<file path="src/rtl/tank_op_draw_ctl_pkg.sv">
// Shared definitions for the tank sprite draw stage: sprite geometry, direction codes,
// flash FSM states and the blink helper.
package tank_op_draw_ctl_pkg;

  localparam int unsigned SpriteSize = 64;
  localparam int unsigned SpriteBits = 6;

  typedef enum logic [1:0] {
    DirUp    = 2'd0,
    DirDown  = 2'd1,
    DirRight = 2'd2,
    DirLeft  = 2'd3
  } dir_t;

  typedef enum logic [1:0] {
    StShow  = 2'd0,
    StFlash = 2'd1,
    StDead  = 2'd2
  } state_t;

  // Blink phase: visible while (frame count / frames-per-toggle) is even.
  function automatic logic blink_on(int unsigned cnt, int unsigned div);
    return ((cnt / div) % 2) == 0;
  endfunction

endpackage

</file>
<file path="src/rtl/tank_op_flash_fsm.sv">
// Tank visibility FSM: show / hit-flash / dead, with a per-frame flash counter.
// visible only changes on frame_start so a whole frame sees one value.
module tank_op_flash_fsm
  import tank_op_draw_ctl_pkg::*;
#(
  parameter int unsigned FLASH_FRAMES = 16,
  parameter int unsigned BLINK_DIV    = 4
) (
  input  logic   clk,
  input  logic   rst,
  input  logic   alive,
  input  logic   hit,
  input  logic   frame_start,
  output logic   visible,
  output state_t state
);

  localparam int unsigned CntW = (FLASH_FRAMES > 1) ? $clog2(FLASH_FRAMES) : 1;

  logic [CntW-1:0] cnt_q, cnt_d;
  state_t          state_d;
  logic            vis_d;

  always_comb begin
    state_d = state;
    cnt_d   = cnt_q;
    if (!alive) begin
      state_d = StDead;
    end else if (state == StDead) begin
      state_d = StShow;
    end else if (hit) begin
      state_d = StFlash;
      cnt_d   = '0;
    end else if (state == StFlash && frame_start) begin
      if (cnt_q == CntW'(FLASH_FRAMES - 1)) begin
        state_d = StShow;
      end else begin
        cnt_d = cnt_q + 1'b1;
      end
    end
  end

  // Visibility follows the state being entered at this edge.
  always_comb begin
    vis_d = 1'b0;
    unique case (state_d)
      StShow:  vis_d = 1'b1;
      StFlash: vis_d = blink_on(32'(cnt_d), BLINK_DIV);
      StDead:  vis_d = 1'b0;
      default: vis_d = 1'b0;
    endcase
  end

  always_ff @(posedge clk or posedge rst) begin
    if (rst) begin
      state   <= StShow;
      cnt_q   <= '0;
      visible <= 1'b1;
    end else begin
      state <= state_d;
      cnt_q <= cnt_d;
      if (frame_start) begin
        visible <= vis_d;
      end
    end
  end

endmodule

</file>
<file path="src/rtl/tank_op_draw_ctl.sv">
// Tank sprite overlay: two-stage pipeline that addresses the direction ROMs and muxes the
// sprite pixel over the incoming background, with position/direction latched per frame.
module tank_op_draw_ctl
  import tank_op_draw_ctl_pkg::*;
#(
  parameter logic [11:0] TRANSPARENT  = 12'hF0F,
  parameter int unsigned FLASH_FRAMES = 16,
  parameter int unsigned BLINK_DIV    = 4
) (
  input  logic        clk,
  input  logic        rst,
  input  logic [10:0] hcount_in,
  input  logic [10:0] vcount_in,
  input  logic        hsync_in,
  input  logic        vsync_in,
  input  logic        hblnk_in,
  input  logic        vblnk_in,
  input  logic [11:0] rgb_in,
  input  logic [10:0] xpos,
  input  logic [10:0] ypos,
  input  logic [1:0]  dir,
  input  logic        alive,
  input  logic        hit,
  output logic [11:0] address,
  input  logic [11:0] rgb0,
  input  logic [11:0] rgb1,
  input  logic [11:0] rgb2,
  input  logic [11:0] rgb3,
  output logic [10:0] hcount_out,
  output logic [10:0] vcount_out,
  output logic        hsync_out,
  output logic        vsync_out,
  output logic        hblnk_out,
  output logic        vblnk_out,
  output logic [11:0] rgb_out
);

  logic        vsync_prev, frame_start;
  logic [10:0] xpos_l, ypos_l;
  dir_t        dir_l;
  logic        visible;
  state_t      fsm_state;
  logic        unused_state;

  assign frame_start  = vsync_in & ~vsync_prev;
  assign unused_state = ^fsm_state;

  always_ff @(posedge clk or posedge rst) begin
    if (rst) begin
      vsync_prev <= 1'b0;
      xpos_l     <= '0;
      ypos_l     <= '0;
      dir_l      <= DirUp;
    end else begin
      vsync_prev <= vsync_in;
      if (frame_start) begin
        xpos_l <= xpos;
        ypos_l <= ypos;
        dir_l  <= dir_t'(dir);
      end
    end
  end

  tank_op_flash_fsm #(
    .FLASH_FRAMES (FLASH_FRAMES),
    .BLINK_DIV    (BLINK_DIV)
  ) u_flash_fsm (
    .clk         (clk),
    .rst         (rst),
    .alive       (alive),
    .hit         (hit),
    .frame_start (frame_start),
    .visible     (visible),
    .state       (fsm_state)
  );

  // 12-bit differences: a pixel left of / above the tank wraps large and fails the test.
  logic [11:0] dx, dy;
  logic        in_sprite;
  assign dx        = {1'b0, hcount_in} - {1'b0, xpos_l};
  assign dy        = {1'b0, vcount_in} - {1'b0, ypos_l};
  assign in_sprite = (dx < 12'(SpriteSize)) && (dy < 12'(SpriteSize));

  logic [10:0] hcount_s1, vcount_s1;
  logic        hsync_s1, vsync_s1, hblnk_s1, vblnk_s1;
  logic [11:0] rgb_s1, rgb_s2;
  logic        in_sprite_s1, vis_s1, draw_s2;
  dir_t        dir_s1, dir_s2;

  always_ff @(posedge clk or posedge rst) begin
    if (rst) begin
      address      <= '0;
      in_sprite_s1 <= 1'b0;
      vis_s1       <= 1'b0;
      dir_s1       <= DirUp;
      hcount_s1    <= '0;
      vcount_s1    <= '0;
      hsync_s1     <= 1'b0;
      vsync_s1     <= 1'b0;
      hblnk_s1     <= 1'b0;
      vblnk_s1     <= 1'b0;
      rgb_s1       <= '0;
    end else begin
      address      <= {dy[SpriteBits-1:0], dx[SpriteBits-1:0]};
      in_sprite_s1 <= in_sprite;
      vis_s1       <= visible;
      dir_s1       <= dir_l;
      hcount_s1    <= hcount_in;
      vcount_s1    <= vcount_in;
      hsync_s1     <= hsync_in;
      vsync_s1     <= vsync_in;
      hblnk_s1     <= hblnk_in;
      vblnk_s1     <= vblnk_in;
      rgb_s1       <= rgb_in;
    end
  end

  always_ff @(posedge clk or posedge rst) begin
    if (rst) begin
      draw_s2    <= 1'b0;
      dir_s2     <= DirUp;
      rgb_s2     <= '0;
      hcount_out <= '0;
      vcount_out <= '0;
      hsync_out  <= 1'b0;
      vsync_out  <= 1'b0;
      hblnk_out  <= 1'b0;
      vblnk_out  <= 1'b0;
    end else begin
      draw_s2    <= in_sprite_s1 & vis_s1 & ~hblnk_s1 & ~vblnk_s1;
      dir_s2     <= dir_s1;
      rgb_s2     <= rgb_s1;
      hcount_out <= hcount_s1;
      vcount_out <= vcount_s1;
      hsync_out  <= hsync_s1;
      vsync_out  <= vsync_s1;
      hblnk_out  <= hblnk_s1;
      vblnk_out  <= vblnk_s1;
    end
  end

  // ROM data for the stage-1 address arrives in this cycle, so the final mux is combinational
  // over registered controls; with draw_s2 cleared the output is the cleared rgb_s2.
  logic [11:0] rom_sel;
  always_comb begin
    rom_sel = rgb0;
    unique case (dir_s2)
      DirUp:    rom_sel = rgb0;
      DirDown:  rom_sel = rgb1;
      DirRight: rom_sel = rgb2;
      DirLeft:  rom_sel = rgb3;
    endcase
  end

  assign rgb_out = (draw_s2 && rom_sel != TRANSPARENT) ? rom_sel : rgb_s2;

endmodule

</file>
<file path="config.mk">
export PLATFORM = sky130hd
export DESIGN_NAME = tank_op_draw_ctl
export DESIGN_NICKNAME = d
export VERILOG_FILES = /design/src/rtl/tank_op_draw_ctl_pkg.sv /design/src/rtl/tank_op_flash_fsm.sv /design/src/rtl/tank_op_draw_ctl.sv
export SDC_FILE = /design/constraint.sdc
export NUM_CORES = 1
export LEC_CHECK = 0
export CAP_MARGIN = 40
export CORE_ASPECT_RATIO = 1.1
export CORE_MARGIN = 2
export CORE_UTILIZATION = 51
export CTS_CLUSTER_DIAMETER = 80
export DETAILED_ROUTE_END_ITERATION = 8
export PLACE_DENSITY = 0.89
export SYNTH_ARGS = -nofsm -noshare
export SYNTH_HDL_FRONTEND = slang
export SYNTH_SLANG_ARGS = --single-unit
export TNS_END_PERCENT = 20
</file>
<file path="constraint.sdc">
create_clock -name clk -period 12.9 [get_ports clk]
set_input_delay 3.225 -clock clk [delete_from_list [all_inputs] [get_ports clk]]
set_output_delay 3.225 -clock clk [all_outputs]
set_load 0.02 [all_outputs]
</file>
==> impl_metrics.toml, run 1 <==
[logic_synthesis]
yosysMostFrequentCell = "dfrtp_1"
synth_fp_nets = 541
synthCells = 402
synth_largest_area_cell = "dfrtp_1"
ys_seq_area_frac = 0.589
synth_warnings = 0
synth.distinct_cells = 56
synth_edf_count = 0
synth_top_area_frac = 0.584
synth_commonest_cells = "125 x dfrtp_1, 31 x inv_1, 24 x mux2_2"
ys.flop_type = "dfrtp_1"
async_flop_share = 1.00
synth_area_sq_mm = 0.00536
syn_area_per_cell_sq_um = 13.3
ys_ff_latch = 126
synth_area_leaders = "dfrtp_1 58%, ha_1 5.4%, mux2_2 5.0%"

[power_and_ir_drop]
total_power_w = 0.00123
p_per_area_mw_per_mm2 = 158
p_leak_nw = 3.40
peakVddDrop_uv = 113

[global_routing]
gr-total-overflow = 0
grt_pass1_wl_um = 20100
grt_max_degree = 70
grt_usage = 0.236
grt_pass1_vias = 4104
grt_antenna_before_repair = 0

[drt]
vias = 3847
met3_length_um = 1040
dr_wl_met2_um = 6990
antenna_left = 0
routedLengthMet1_um = 4620
highest_layer = "met4"
drc_errors = 0
avgRoutedWirePerCell_um = 17.7
routed_wl_um = 13000
firstDrtPassIters = 4
drt_iter0_drc = 98
via_per_inst = 5.25

[clock_tree]
clock_latency_ps = 410
numCtsBuffers = 17
clock_sinks = 126
clk_pin_slew_ps = 50
clock_path_buffers = 2
cts_root_buf = "clkbuf_16"
cts_setup_buffers = 0
post_cts_resize_count = 0
ctsHoldBuffers = 0
cts_tree = "built"
htree_levels = 4

[die]
boundaryPins = 164
dieWidth_um = 102
start_util = 0.520
rows = 39
dieArea_sq_mm = 0.0113
core-area_sq_mm = 0.0103
die-height_um = 111

[timing]
fin_worst_skew_ps = 9.99
setup_viol = 0
rsz0062_at_grt = "no"
relSlewSlack = 0.435
min_period_ps = 9360
hold_ws_ps = 346
final_max_slew_viol_count = 0
period_share = 0.726
max_freq_mhz = 107
hold_violations = 0
tns_ps = 0
tightest_slew_ps = 847

[finish]
final_nets = 716
layout-drive-gt1-share = 0.142
antenna_cells = 0
syn_to_final_growth_pct = 45.0
fin_util = 0.754
fillers = 646

[setup_path]
cp_max_fo = 12
slowest_stage = "o21ai_2"
end_kind = "output port"
r2r_slack_ps = 10280
max_stage_delay_ps = 660
worstPathCellList = "clkdlybuf4s50_1 -> mux4_2 -> and4b_1 -> nand4_1 -> o21ai_2 -> mux2_1 -> clkdlybuf4s50_1"
startpoint_type = "input port"
crit_type = "in -> out"
cpMostUsedCell = "clkdlybuf4s50_1"
required_ps = 9680
cp.arrival_ps = 6140

[placement]
port_buffers = 163
place_congestion = 0.873
place_hpwl_um = 9420

[status]
outcome = "complete, no violations"

[hold_path]
hold_class = "reg -> reg"

[job]
cap_violations = 0
layer usage:
layer / GRT usage / vias to the layer above
met1: 0.246 / 1872
li1: - / 1790
met5: 0 / -
met2: 0.430 / 161
met4: 0.0937 / 0
met3: 0.0734 / 24
through the flow:
| step | std cells | setup slack, ps | cell area (sq um) |
|---|---|---|---|
| global route | 733 | 3460 | 7760 |
| global placement | 701 | 3620 | 7130 |
| CTS | 733 | 3530 | 7760 |
| finish | 733 | 3540 | 7760 |
| detailed placement | 701 | 3590 | 7130 |
| floorplan | 402 | 4940 | 5360 |
registers in the layout, summed over array words and instances, names as in the netlist, 2 cells and up:
name               cells
address               12
dir_l                  2
dir_s1                 2
dir_s2                 2
hcount_out            11
hcount_s1             11
rgb_s1                12
rgb_s2                12
u_flash_fsm.cnt_q      4
u_flash_fsm.state      2
vcount_out            11
vcount_s1             11
xpos_l                11
ypos_l                11
critical path, delay by kind of cell:
family                 cells  cell delay (ps)
AO/OA/AOI/OAI              1              660
buffers and inverters      2              990
multiplexers               2              900
AND/OR/NAND/NOR            2              360
cell type report:
cell class                 instances  area (sq um)  share of cell area
multi-input combinational        236          2030               0.261
clock buffer                      19           453              0.0583
timing repair buffer             165          1650               0.212
inverter                          31           119              0.0153
tap                              143           179              0.0230
sequential                       126          3150               0.406
clock inverter                    13           186              0.0240
where the power goes:
part           total [W]  internal [W]  switching, W
sequential      0.000458      0.000436     0.0000216
clock           0.000506      0.000334      0.000172
combinational   0.000266      0.000136      0.000129
placed cells by master (no fill, tap or decap), types with 15 or more instances in the layout:
master           instances
a21oi_1                 15
clkbuf_16               17
clkdlybuf4s50_1        163
dfrtp_1                125
ha_1                    23
inv_1                   30
mux2_2                  24
nand2_1                 20
nor2_1                  23
o21ai_0                 18
path summary, 6_finish.rpt:
kind,from,end,depth (start not counted)
hold / removal,hcount_s1[9],hcount_out[9],0
max in group asynchronous,rst,address[5],3
hold reg to reg,hcount_s1[9],hcount_out[9],0
setup / recovery,rgb3[7],rgb_out[0],7
setup reg to reg,xpos_l[0],in_sprite_s1,9
min in group asynchronous,rst,rgb_s1[11],2
cell families after synthesis:
logic type / after synthesis / share of synthesized area
and+or+nand+nor: 81 / 0.0759
buffers and inverters: 40 / 0.0325
adders and majority gates: 25 / 0.0612
DFF: 126 / 0.589
AOI/OAI and AO/OA: 73 / 0.0935
xor gates and xnor gates: 7 / 0.0114
muxes: 50 / 0.136
No activity file was read; power rests on OpenSTA's default activity.
==> run 2: changes to the inputs <==
CORE_UTILIZATION = 47   (was 51)
PLACE_DENSITY = 0.83   (was 0.89)
clock period = 9.8 ns   (was 12.9 ns; I/O delays follow)
==> run 2 against run 1 <==
  * Clock-buffer cell count rose by 1
  * Largest power group is now sequential cells
  * Clock skew fell by 3.0 ps
  * Via count rose by 0.62%
  * Setup slack got worse by 1500 ps
  * Non-clock buffer count did not move
  * Final cell count rose by 0.41%
  * Wire length fell by 2.4%
==> impl_metrics.toml, run 2 (synthesis results as in run 1) <==
[placement]
port_buffers = 163
place_congestion = 0.860
pre_cts_ws_ps = 2090
placed_cell_area_sq_mm = 0.00713
place_hpwl_um = 9310

[status]
outcome = "complete, no violations"

[power_and_ir_drop]
peakVddDrop_uv = 114
p_leak_nw = 3.35
p_per_area_mw_per_mm2 = 195
total_power_w = 0.00150

[die]
boundaryPins = 164
start_util = 0.486
rows = 40
dieArea_sq_mm = 0.0123
dieWidth_um = 106
core-area_sq_mm = 0.0110
die-height_um = 116

[timing]
tightest_slew_ps = 806
tns_ps = 0
setup_viol = 0
fin_ws_ps = 2050
max_freq_mhz = 129
relSlewSlack = 0.463
hold_violations = 0
final_max_slew_viol_count = 0
period_share = 0.791
fin_worst_skew_ps = 7.03
min_period_ps = 7750
rsz0062_at_grt = "no"

[drt]
dr_wl_met2_um = 6720
avgRoutedWirePerCell_um = 17.2
highest_layer = "met4"
drc_errors = 0
routed_wl_um = 12600
routedLengthMet1_um = 4760
vias = 3871
antenna_left = 0
firstDrtPassIters = 4
met3_length_um = 873
drt_iter0_drc = 172
via_per_inst = 5.26

[hold_path]
hold_class = "reg -> reg"

[clock_tree]
cts_tree = "built"
cts_setup_buffers = 0
cts_root_buf = "clkbuf_16"
post_cts_resize_count = 0
ctsHoldBuffers = 0
clock_path_buffers = 2
clock_latency_ps = 400
clock_sinks = 126
htree_levels = 4
numCtsBuffers = 17
clk_pin_slew_ps = 50

[setup_path]
critPathLaunch = "rgb3[7]"
crit_type = "in -> out"
end_kind = "output port"
cp.arrival_ps = 5300
r2r_cells = 9
regToRegEndpoint = "in_sprite_s1"
required_ps = 7350
r2r_slack_ps = 7190
crit_end = "rgb_out[0]"
cp_max_fo = 12
r2r-start = "xpos_l[0]"
startpoint_type = "input port"

[global_routing]
grt_usage = 0.212
grt_max_degree = 67
grt_antenna_before_repair = 0
gr-total-overflow = 0
grt_pass1_vias = 4015
grt_pass1_wl_um = 19800

[finish]
final_nets = 716
final_cell_mix = "163 x clkdlybuf4s50_1, 125 x dfrtp_1, 30 x inv_1"
fin_util = 0.695
layout-drive-gt1-share = 0.139
stdcell_area_sq_mm = 0.00766
syn_to_final_growth_pct = 43.0
final_common_cell = "clkdlybuf4s50_1"
antenna_cells = 0
top_regs = "address: 12 flops, rgb_s1: 12 flops, rgb_s2: 12 flops"

[job]
cap_violations = 0
==> run 2: cell types whose count changed in the layout (fill, tap and decap cells not counted), sizes merged <==
cell / previous run / this run
bufinv: 4 / 0
clkbuf: 19 / 20
clkinv: 6 / 8
inv: 33 / 31
clkinvlp: 1 / 3
==> run 2: final cells by class <==
| type | instances | area, sq um |
|---|---|---|
| Fill cell | 783 | 3350 |
| Sequential cell | 126 | 3150 |
| Multi-Input combinational cell | 236 | 2030 |
| Timing Repair Buffer | 165 | 1650 |
| Clock buffer | 20 | 457 |
| Tap cell | 147 | 184 |
| Inverter | 31 | 119 |
| Clock inverter | 11 | 70.1 |
==> run 2: worst min path at each step <==
stage | endpoint | slack (ps) | cells past startpoint | start
4_1_cts | hcount_out[8] | 350 | 0 | hcount_s1[8]
5_1_grt | rgb_s2[2] | 350 | 0 | rgb_s1[2]
6_report | dir_s2[1] | 340 | 0 | dir_s1[1]
3_5_place_dp | hcount_out[8] | 330 | 0 | hcount_s1[8]
2_1_floorplan | dir_s2[0] | 330 | 0 | dir_s1[0]
3_3_place_gp | vcount_out[5] | 330 | 0 | vcount_s1[5]
==> run 2: worst max-delay path, stage by stage <==
cell,delay (ps)
clkdlybuf4s50_1,420
mux4_2,490
and4b_1,260
nand4_1,90
o21ai_2,660
mux2_1,390
clkdlybuf4s50_1,540
==> run 2: stage by stage <==
step,hold slack [ps],std cells
5_1_grt,351,736
4_1_cts,346,736
3_3_place_gp,332,705
3_5_place_dp,335,705
2_1_floorplan,331,402
6_report,344,736
==> run 2: per-layer routing <==
layer | vias up | global-route usage
met5 | - | 0
met4 | 0 | 0.0825
met3 | 25 | 0.0591
met2 | 179 | 0.395
met1 | 1880 | 0.230
li1 | 1787 | -
==> run 2: report_power, final <==
group	leakage, nW	internal (W)	switching (W)	total (W)
Sequential	1.48	0.000574	0.0000285	0.000603
Combinational	1.61	0.000179	0.000170	0.000349
Clock	0.257	0.000332	0.000212	0.000544
